--- src/rtl/stack_resolver.sv ---
// Stack resolver: captures each stopped row from the shifter, intersects it with
// the row below, records survivors in the stack and sequences launch/win/over.
module stack_resolver #(
  parameter int         ROWS       = 8,
  parameter logic [7:0] INIT_BLOCK = 8'b00111000,
  localparam int        RW         = (ROWS > 1) ? $clog2(ROWS) : 1,
  localparam int        SW         = $clog2(ROWS + 1)
) (
  input  logic              clk,
  input  logic              rst,
  input  logic              newGame,
  input  logic              rowDone,
  input  logic [7:0]        rowBlock,
  output logic              startRow,
  output logic [7:0]        nextBlock,
  output logic [RW-1:0]     rowIndex,
  output logic [8*ROWS-1:0] stackFlat,
  output logic [SW-1:0]     score,
  output logic              gameOver,
  output logic              gameWin
);

  typedef enum logic [2:0] {IDLE, LAUNCH, WAIT, RESOLVE, OVER, WIN} stateT;

  stateT                 state, stateNext;
  logic [ROWS-1:0][7:0]  stack;
  logic [7:0]            captured;
  logic                  armed;
  logic [7:0]            below;
  logic [7:0]            landed;
  logic                  lastRow;

  // Row 0 lands on the floor, so it keeps everything it was stopped with.
  assign below   = (rowIndex == '0) ? 8'hFF : stack[rowIndex - 1'b1];
  assign landed  = captured & below;
  assign lastRow = rowIndex == RW'(ROWS - 1);

  assign stackFlat = stack;
  assign startRow  = (state == WAIT) || (state == RESOLVE);
  assign gameOver  = state == OVER;
  assign gameWin   = state == WIN;

  always_comb begin
    stateNext = state;
    case (state)
      IDLE, OVER, WIN: if (newGame) stateNext = LAUNCH;
      LAUNCH:          stateNext = WAIT;
      WAIT:            if (rowDone && armed) stateNext = RESOLVE;
      RESOLVE: begin
        if (landed == 8'h00) stateNext = OVER;
        else if (lastRow)    stateNext = WIN;
        else                 stateNext = LAUNCH;
      end
      default:         stateNext = IDLE;
    endcase
    // A restart request overrides whatever the current row was doing.
    if (newGame) stateNext = LAUNCH;
  end

  always_ff @(posedge clk or posedge rst) begin
    if (rst) begin
      state     <= IDLE;
      stack     <= '0;
      rowIndex  <= '0;
      score     <= '0;
      nextBlock <= INIT_BLOCK;
      armed     <= 1'b0;
      captured  <= 8'h00;
    end else begin
      state <= stateNext;
      if (newGame) begin
        stack     <= '0;
        rowIndex  <= '0;
        score     <= '0;
        nextBlock <= INIT_BLOCK;
        armed     <= 1'b0;
      end else begin
        case (state)
          LAUNCH: armed <= 1'b0;
          // Only a stop flag seen after a low is fresh; a held-over high is stale.
          WAIT: begin
            if (!rowDone)   armed    <= 1'b1;
            else if (armed) captured <= rowBlock;
          end
          RESOLVE: begin
            stack[rowIndex] <= landed;
            if (landed != 8'h00) begin
              if (score < SW'(ROWS)) score <= score + 1'b1;
              if (!lastRow) begin
                rowIndex  <= rowIndex + 1'b1;
                nextBlock <= landed;
              end
            end
          end
          default: ;
        endcase
      end
    end
  end

endmodule

--- config.mk ---
export PLATFORM = sky130hd
export DESIGN_NAME = stack_resolver
export DESIGN_NICKNAME = d
export VERILOG_FILES = /design/src/rtl/stack_resolver.sv
export SDC_FILE = /design/constraint.sdc
export NUM_CORES = 1
export LEC_CHECK = 0
export ABC_AREA = 1
export CAP_MARGIN = 25
export CORE_MARGIN = 10
export CORE_UTILIZATION = 45
export DETAILED_ROUTE_END_ITERATION = 8
export PLACE_DENSITY = 0.8
export SYNTH_ARGS = -nofsm -noshare
export SYNTH_HDL_FRONTEND = slang
export SYNTH_SLANG_ARGS = --single-unit
--- constraint.sdc ---
create_clock -name clk -period 3.2 [get_ports clk]
set_input_delay 0.64 -clock clk [delete_from_list [all_inputs] [get_ports clk]]
set_output_delay 0.64 -clock clk [all_outputs]
set_load 0.01 [all_outputs]
==> results of run 1 <==
-- placed cells by master, fill, tap and decap left out, types with 3 or more instances in the layout --
cell type | netlist | layout
nand2_4 | 3 | 3
buf_4 | 1 | 6
a21oi_1 | 3 | 3
mux2_2 | 8 | 8
nor2_1 | 23 | 23
nor3_1 | 5 | 4
clkdlybuf4s50_1 | 0 | 93
dfstp_2 | 3 | 3
inv_1 | 20 | 18
nand4_1 | 10 | 10
o21ai_0 | 66 | 66
nand3_1 | 131 | 131
nand3_2 | 11 | 11
inv_2 | 2 | 3
nand2_2 | 6 | 6
dfrtp_1 | 88 | 88
clkbuf_8 | 0 | 9
ha_1 | 5 | 5
nand2_1 | 115 | 115
-- worst min-delay path: cells and delay by family, from the launching register on --
kind / cells / cell delay [ps]
flip-flops: 1 / 380
AND/OR/NAND/NOR: 2 / 110
-- power breakdown --
part / switching (W) / total [W] / internal [W]
Combinational: 0.000580 / 0.000896 / 0.000317
Clock: 0.000422 / 0.000860 / 0.000438
Sequential: 0.0000538 / 0.00126 / 0.00121
-- metal layers --
| metal | vias to the layer above | GRT usage, % | part of all wire (%) |
|---|---|---|---|
| met5 | - | 0 | 0 |
| met4 | 0 | 7.16 | 2.3 |
| met3 | 29 | 5.17 | 9.0 |
| met2 | 212 | 29.8 | 48 |
| met1 | 2078 | 21.9 | 41 |
| li1 | 1999 | - | - |
-- logic make-up after synthesis --
kind of cell,count (synthesis)
buf+inv,56
compound gates,70
simple gates,309
flops,91
fa+ha+maj,5
mux,8
-- worst max-delay path by stage --
stage | end | slack, ps | depth (start not counted)
2_1_floorplan | armed | 200 | 1
3_3_place_gp | nextBlock[0] | 810 | 14
3_5_place_dp | nextBlock[0] | 600 | 14
4_1_cts | nextBlock[0] | 580 | 14
5_1_grt | nextBlock[0] | 350 | 14
6_report | nextBlock[0] | 550 | 14
-- metrics by stage --
step | instances | setup WS [ps]
detailed placement | 740 | 598
floorplan | 539 | 201
finish | 755 | 548
global placement | 740 | 807
CTS | 755 | 577
global route | 755 | 353
-- final cells by class --
cell class | count | area (um2) | area share [%]
Sequential cell | 91 | 2280 | 39.4
Multi-Input combinational cell | 392 | 2030 | 35.0
Timing Repair Buffer | 101 | 1020 | 17.5
Tap cell | 133 | 166 | 2.87
Clock buffer | 9 | 124 | 2.14
Inverter | 23 | 90.1 | 1.55
Clock inverter | 6 | 90.1 | 1.55
-- sequential cells by signal (all words and copies together) (netlist names) --
register,flops
captured,8
nextBlock,8
rowIndex,3
stackFlat,64
state,3
score,4
armed,1
==> metrics.txt, run 1 <==
Fin Setup TNS=0 ps; Die ar.=14600 um2; Row Count=36; vias per cell=5.72; Seq/Total Area, Yosys=49.8%; Final nets=between 600 and 700; worst hold stages=2; first-pass GRT wire length=21.5 mm; cell area after layout=5800 um2; Power, Total=~0.0030 W; Mean Syn Cell Area=8.49 um2; DP Area=5580 um2; final HPWL from detailed placement=9.79 mm; Worst EP arrival=2910 ps; Max stage delay cell, worst path=dfrtp_1; ANT nets after route=0; simple-gate share of the synthesized area=33.1%; Yosys top cell by area=dfrtp_1; Hold WC Path Type=flop to flop; Core Util, Final=roughly three fifths; FMAX=between 300 and 400 MHz; reg2reg end=nextBlock[0]; Clk pin slew, worst setup/hold paths=90 ps; worst path required time=about 3500 ps; DRC violations left=0; initial antenna violation count=0; filler cell count=901; status=completed; CTS resizes=0; Clock Sinks=91; Post-Synth XOR/XNOR Area=0%; Final Skew=about 12 ps; Total Wirelength=13.4 mm; core area=between 9000 and 10000 um2; Crit. Startpoint=rowIndex[0]; period utilization=82.9%; Synth area leaders=dfrtp_1 48%, nand3_1 14%, nand2_1 9.4%; Crit. End Element=flop; CTS tree=built; R2R depth=14; Crit Path Category=flop to flop; Slew @ Worst Pin=slightly below 800 ps; main combinational cell family by area after synthesis=simple AND/OR/NAND/NOR gates; Tmin final=approximately 2700 ps; MaxCap Viol Count=0; synthesized-area fraction occupied by adder cells=roughly 1.4%; Max-slew headroom=a little under half; Post-synth top cells=131 x nand3_1, 115 x nand2_1, 88 x dfrtp_1; Syn Nets=556; postcts setup bufs=0; Synth Area in Compound Gates=7.77%; Max Buffers Root-to-Sink=2; Seq cells post-synth=91; YS warnings=0; die height=121 um; Hold EP=nextBlock[4]; Cell Chain, Critical Path=inv_2, ha_1, inv_2, nand3_1, nand3_2, nand3_1, nand2_2, nand2_4, nor2_8, nand2_4, nand3_4, inv_1, nand2_1, nand2_1; cell leakage power=2.47 nW; Peak supply drop=about 310 uV; final setup fails=0; Final Wtd Congestion=a little over 0.9; Max FO, Critical Path=19; clk_lat worst skew=370 ps; share of the synthesized area in the top cell type=48.1%; DR vias=4318; Mapped Area=4580 um2; Yosys cell types=28; RSZ-0062 raised after global routing=no; H-Tree Depth=3; Slew Viols, Final=0; top-level I/O count=94; Startpoint Class=flop; Top FF cell, synth=dfrtp_1; wire length per cell=17.7 um; clock root cell=clkbuf_8; initial core utilization=46.6%; Antenna diodes=0; Layout area overhead=26.7%; first-pass detailed-route iteration total=5; GRT Overall Usage=18.1%; final hold vios=0; mux cell area share after synthesis=around 2%; Remaining Overflow, GRT=0; Hold Startpoint=nextBlock[4]; hold buffer count at CTS=0; vias in the first global route=4192; slowest cell delay on critical path=400 ps; Critical R2R Launch=rowIndex[0]; CTS Buf Count=9; Buf+Inv Stages, Crit Path=3; largest net degree at the start of global routing=94; ys async rst share=100%; WHS=about 480 ps; Die W=121 um; most frequent cell after synthesis=nand3_1; number of synthesized flops with an enable pin=0; Worst path top cell family by delay=simple AND/OR/NAND/NOR gates; synthesized instance count=539; Port-buffer cells=93; share of cells above drive strength 1=10.5%; setup slack, reg-to-reg=550 ps; Pwr Density=521 nW/um2; initial drt markers=374
No activity file was read; power rests on OpenSTA's default activity.
==> run 2: changes to the inputs <==
Clock period 3.2 ns to 2.5 ns, I/O delays scaled along.
==> run 2 against run 1 <==
  * First-iteration DRC count is 9.4% lower
  * Global-route usage is 0.70 points higher
  * Setup slack worse by 340 ps
  * Largest power group unchanged
  * Sequential power is 28% higher
  * Flip-flop and latch count stayed put
  * Combinational power is 36% higher
  * Final area is 1.0% higher
  * Sequential share of layout area is 0.40 points lower
  * Core utilization is 0.60 points higher
==> metrics.txt, run 2 (synthesis results as in run 1) <==
status=completed; Worst path top cell family by delay=buffers and inverters; Hold WC Path Type=primary input to async pin; Cell Chain, Critical Path=buf_4, clkdlybuf4s50_1; Crit. End Element=output pin; Remaining Overflow, GRT=0; filler cell count=884; vias per cell=5.75; worst path required time=2000 ps; Clk pin slew, worst setup/hold paths=90 ps; hold buffer count at CTS=0; max reg flops=64; Worst EP arrival=1800 ps; MaxCap Viol Count=0; Max Buffers Root-to-Sink=2; first-pass GRT wire length=around 22 mm; Final nets=~640; H-Tree Depth=3; CTS Buf Count=9; Tmin final=roughly 2300 ps; DR vias=4382; clock root cell=clkbuf_8; initial core utilization=46.6%; initial drt markers=339; CTS resizes=0; slowest cell delay on critical path=640 ps; share of cells above drive strength 1=roughly 11%; Fin Setup TNS=0 ps; cell area after layout=5850 um2; DRC violations left=0; Row Count=36; Max FO, Critical Path=40; clk_lat worst skew=360 ps; Port-buffer cells=93; largest net degree at the start of global routing=56; vias in the first global route=4284; RSZ-0062 raised after global routing=no; Die ar.=around 15000 um2; ANT nets after route=0; die height=about 120 um; Buf+Inv Stages, Crit Path=2; Max-slew headroom=64.5%; top-level I/O count=94; Die W=approximately 120 um; Max stage delay cell, worst path=clkdlybuf4s50_1; wire length per cell=18.1 um; Final Wtd Congestion=0.923; most common cell after layout, fill and taps aside=nand3_1; cell leakage power=2.50 nW; Slew Viols, Final=0; postcts setup bufs=0; final HPWL from detailed placement=10.2 mm; DP Area=5630 um2; final setup fails=0; Final Skew=around 13 ps; Layout area overhead=27.9%; Clock Sinks=91; Startpoint Class=flop; Crit Path Category=flop to output pin; core area=roughly 9800 um2; first-pass detailed-route iteration total=6; period utilization=about nine tenths; Slew @ Worst Pin=533 ps; most frequent cells in the layout=131 x nand3_1, 115 x nand2_1, 93 x clkdlybuf4s50_1; Peak supply drop=333 uV; CTS tree=built; final hold vios=0; Pwr Density=660 nW/um2; initial antenna violation count=0; Total Wirelength=13.8 mm; Antenna diodes=0; GRT Overall Usage=a little under a fifth; FMAX=between 400 and 500 MHz
==> run 2: cell count changes in the layout (fill, tap and decap cells not counted), sizes merged <==
cell,delta
buf,+6
bufinv,-1
clkbuf,+3
clkinv,+1
inv,-2
==> run 2: final timing paths <==
kind | slack (ps) | end | startpoint | cells after the start
setup reg to reg | 230 | nextBlock[1] | rowIndex[0] | 15
hold reg to reg | 490 | nextBlock[4] | nextBlock[4] | 2
min in group clk | 490 | nextBlock[4] | nextBlock[4] | 2
hold / removal | 470 | stackFlat[60] | rst | 2
setup / recovery | 200 | rowIndex[0] | rowIndex[0] | 2
max in group asynchronous | 1420 | stackFlat[49] | rst | 3
==> run 2: per-stage QoR <==
step	total power, W	util, %	std cells	hold WS (ps)	setup slack [ps]
floorplan	0.00248	-	539	475	132
global placement	0.00276	57.3	746	476	317
detailed placement	0.00281	57.3	746	475	152
CTS	0.00381	59.4	762	468	128
global route	0.00406	59.6	762	480	18.6
finish	0.00386	59.6	762	469	203
==> run 2: layout make-up <==
| type | count | area, um2 | area share (%) |
|---|---|---|---|
| Timing Repair Buffer | 107 | 1060 | 18.2 |
| Multi-Input combinational cell | 392 | 2040 | 34.9 |
| Tap cell | 133 | 166 | 2.84 |
| Clock buffer | 12 | 155 | 2.65 |
| Sequential cell | 91 | 2280 | 39.0 |
| Clock inverter | 4 | 48.8 | 0.834 |
| Inverter | 23 | 97.6 | 1.67 |
==> run 2: power breakdown <==
part | switching [W] | internal, W
Combinational | 0.000783 | 0.000442
Sequential | 0.0000624 | 0.00155
Clock | 0.000513 | 0.000516
Total | 0.00136 | 0.00250
==> run 2: layer usage <==
layer  up-vias  GRT usage (%)  share of wire [%]  wire [um]
li1       2008              -                  -          -
met1      2115           22.7                 38       5310
met2       240           32.0                 51       7020
met3        19           5.17                9.1       1260
met4         0           5.43                1.7        233
met5         -              0                  0          0
==> run 3: changes to the inputs <==
Settings changed: CTS_BUF_LIST set to sky130_fd_sc_hd__clkbuf_2 sky130_fd_sc_hd__clkbuf_4 sky130_fd_sc_hd__clkbuf_8.
==> run 3 against run 2 <==
  * Non-clock buffer count did not move
  * Highest routed layer unchanged
  * Flip-flop and latch count did not move
  * Critical path depth did not move
  * Critical path type unchanged
  * Routed wire length barely moved
  * Via count fell by 0.14%
  * Maximum frequency rose by 0.15%
  * Sequential power barely moved
==> metrics.txt, run 3 (synthesis results as in run 1) <==
status=completed; H-Tree Depth=3; postcts setup bufs=0; FMAX=436 MHz; largest net degree at the start of global routing=56; vias per cell=5.74; Final Skew=12.7 ps; wire length per cell=18.1 um; core area=9820 um2; Row Count=36; final setup fails=0; period utilization=91.7%; Slew Viols, Final=0; clk_lat worst skew=360 ps; Layout area overhead=28.0%; first-pass GRT wire length=22.3 mm; Clk pin slew, worst setup/hold paths=90 ps; Max Buffers Root-to-Sink=2; Critical R2R Launch=rowIndex[0]; Worst EP arrival=1790 ps; Antenna diodes=0; combinational share of power=31.6%; most common cell after layout, fill and taps aside=nand3_1; Port-buffer cells=93; Max stage delay cell, worst path=clkdlybuf4s50_1; Internal Pwr Total=0.00252 W; Die ar.=14600 um2; Hold WC Path Type=primary input to async pin; Setup WS pre-CTS=152 ps; CTS Buf Count=9; Power, Total=~0.0039 W; Remaining Overflow, GRT=0; Tmin final=2290 ps; R2R depth=14; Startpoint Class=flop; CTS tree=built; Clock Sinks=91; DP Area=between 5000 and 6000 um2; DR vias=roughly 4400; reg2reg end=nextBlock[1]; vias in the first global route=about 4300; Fin Setup TNS=0 ps; max reg flops=64; setup ws final=207 ps; Cell Chain, Critical Path=buf_4, clkdlybuf4s50_1; Peak supply drop=330 uV; GRT Overall Usage=about a fifth; Core Util, Final=59.7%; top-level I/O count=94; MaxCap Viol Count=0; Clk pwr share=26.9%; sequential power share=41.5%; cell area after layout=about 5900 um2; cell leakage power=about 2.5 nW; initial core utilization=between 40% and 50%; worst path required time=2000 ps; Max FO, Critical Path=40; slowest cell delay on critical path=about 640 ps; first-pass detailed-route iteration total=7; final HPWL from detailed placement=~10 mm; switching share of power=35.1%; Final Wtd Congestion=approximately 0.92; die height=around 120 um; Final nets=641; Crit Path Category=flop to output pin; filler cell count=~880; initial antenna violation count=0; share of cells above drive strength 1=between 10% and 20%; most frequent cells in the layout=131 x nand3_1, 115 x nand2_1, 93 x clkdlybuf4s50_1; setup slack, reg-to-reg=220 ps; ANT nets after route=0; Pwr Density=approximately 660 nW/um2; Max-slew headroom=around 64%; clock root cell=clkbuf_8; Slew @ Worst Pin=~530 ps; DRC violations left=0; Crit. End Element=output pin; initial drt markers=349; RSZ-0062 raised after global routing=no; Die W=roughly 120 um; final hold vios=0; Total Wirelength=13.8 mm; NetSw=between 0.001 and 0.0015 W
[run 3: area by class of cell]
| type | instances | area [um2] | area share (%) |
|---|---|---|---|
| Clock buffer | 12 | 159 | 2.71 |
| Tap cell | 133 | 166 | 2.84 |
| Clock inverter | 4 | 48.8 | 0.833 |
| Multi-Input combinational cell | 392 | 2040 | 34.8 |
| Inverter | 23 | 97.6 | 1.67 |
| Sequential cell | 91 | 2280 | 38.9 |
| Timing Repair Buffer | 107 | 1060 | 18.2 |
[run 3: how the worst max path moves through the flow]
stage                           start           end  slack, ps  cells past startpoint
after floorplan           rowIndex[0]   rowIndex[2]        130                     17
after global placement    rowIndex[0]  nextBlock[6]        320                     14
after detailed placement  rowIndex[0]  nextBlock[1]        150                     14
after CTS                 rowIndex[0]  nextBlock[1]        130                     14
after global routing      rowIndex[0]  nextBlock[1]         20                     15
final                     rowIndex[0]   rowIndex[0]        210                      2
[run 3: what timing repair did]
action                                  CTS  global route
endpoints found under the setup margin    0             5
hold buffers                              0             0
gates resized for setup                   0             5
[run 3: through the flow]
step	hold WS, ps	std cells
finish	473	762
global route	480	762
CTS	468	762
detailed placement	475	746
global placement	476	746
floorplan	475	539
[run 3: per-layer routing]
layer | GRT usage [%] | wire length (um) | vias up
met3 | 5.17 | 1040 | 28
met2 | 32.0 | 6960 | 199
li1 | - | - | 2007
met5 | 0 | 0 | -
met4 | 5.43 | 269 | 0
met1 | 22.7 | 5570 | 2142
[run 3: worst max-delay path: cells and delay by family, from the launching register on]
family / cells / cell delay [ps]
DFF: 1 / 380
buffers and inverters: 2 / 1050
[run 3: power groups by stage]
stage | Clock [W] | Combinational, W | Sequential, W
finish | 0.00104 | 0.00123 | 0.00161
global route | 0.00111 | 0.00135 | 0.00162
floorplan | 0 | 0.000832 | 0.00165
detailed placement | 0 | 0.00117 | 0.00164
global placement | 0 | 0.00113 | 0.00163
CTS | 0.00104 | 0.00118 | 0.00161
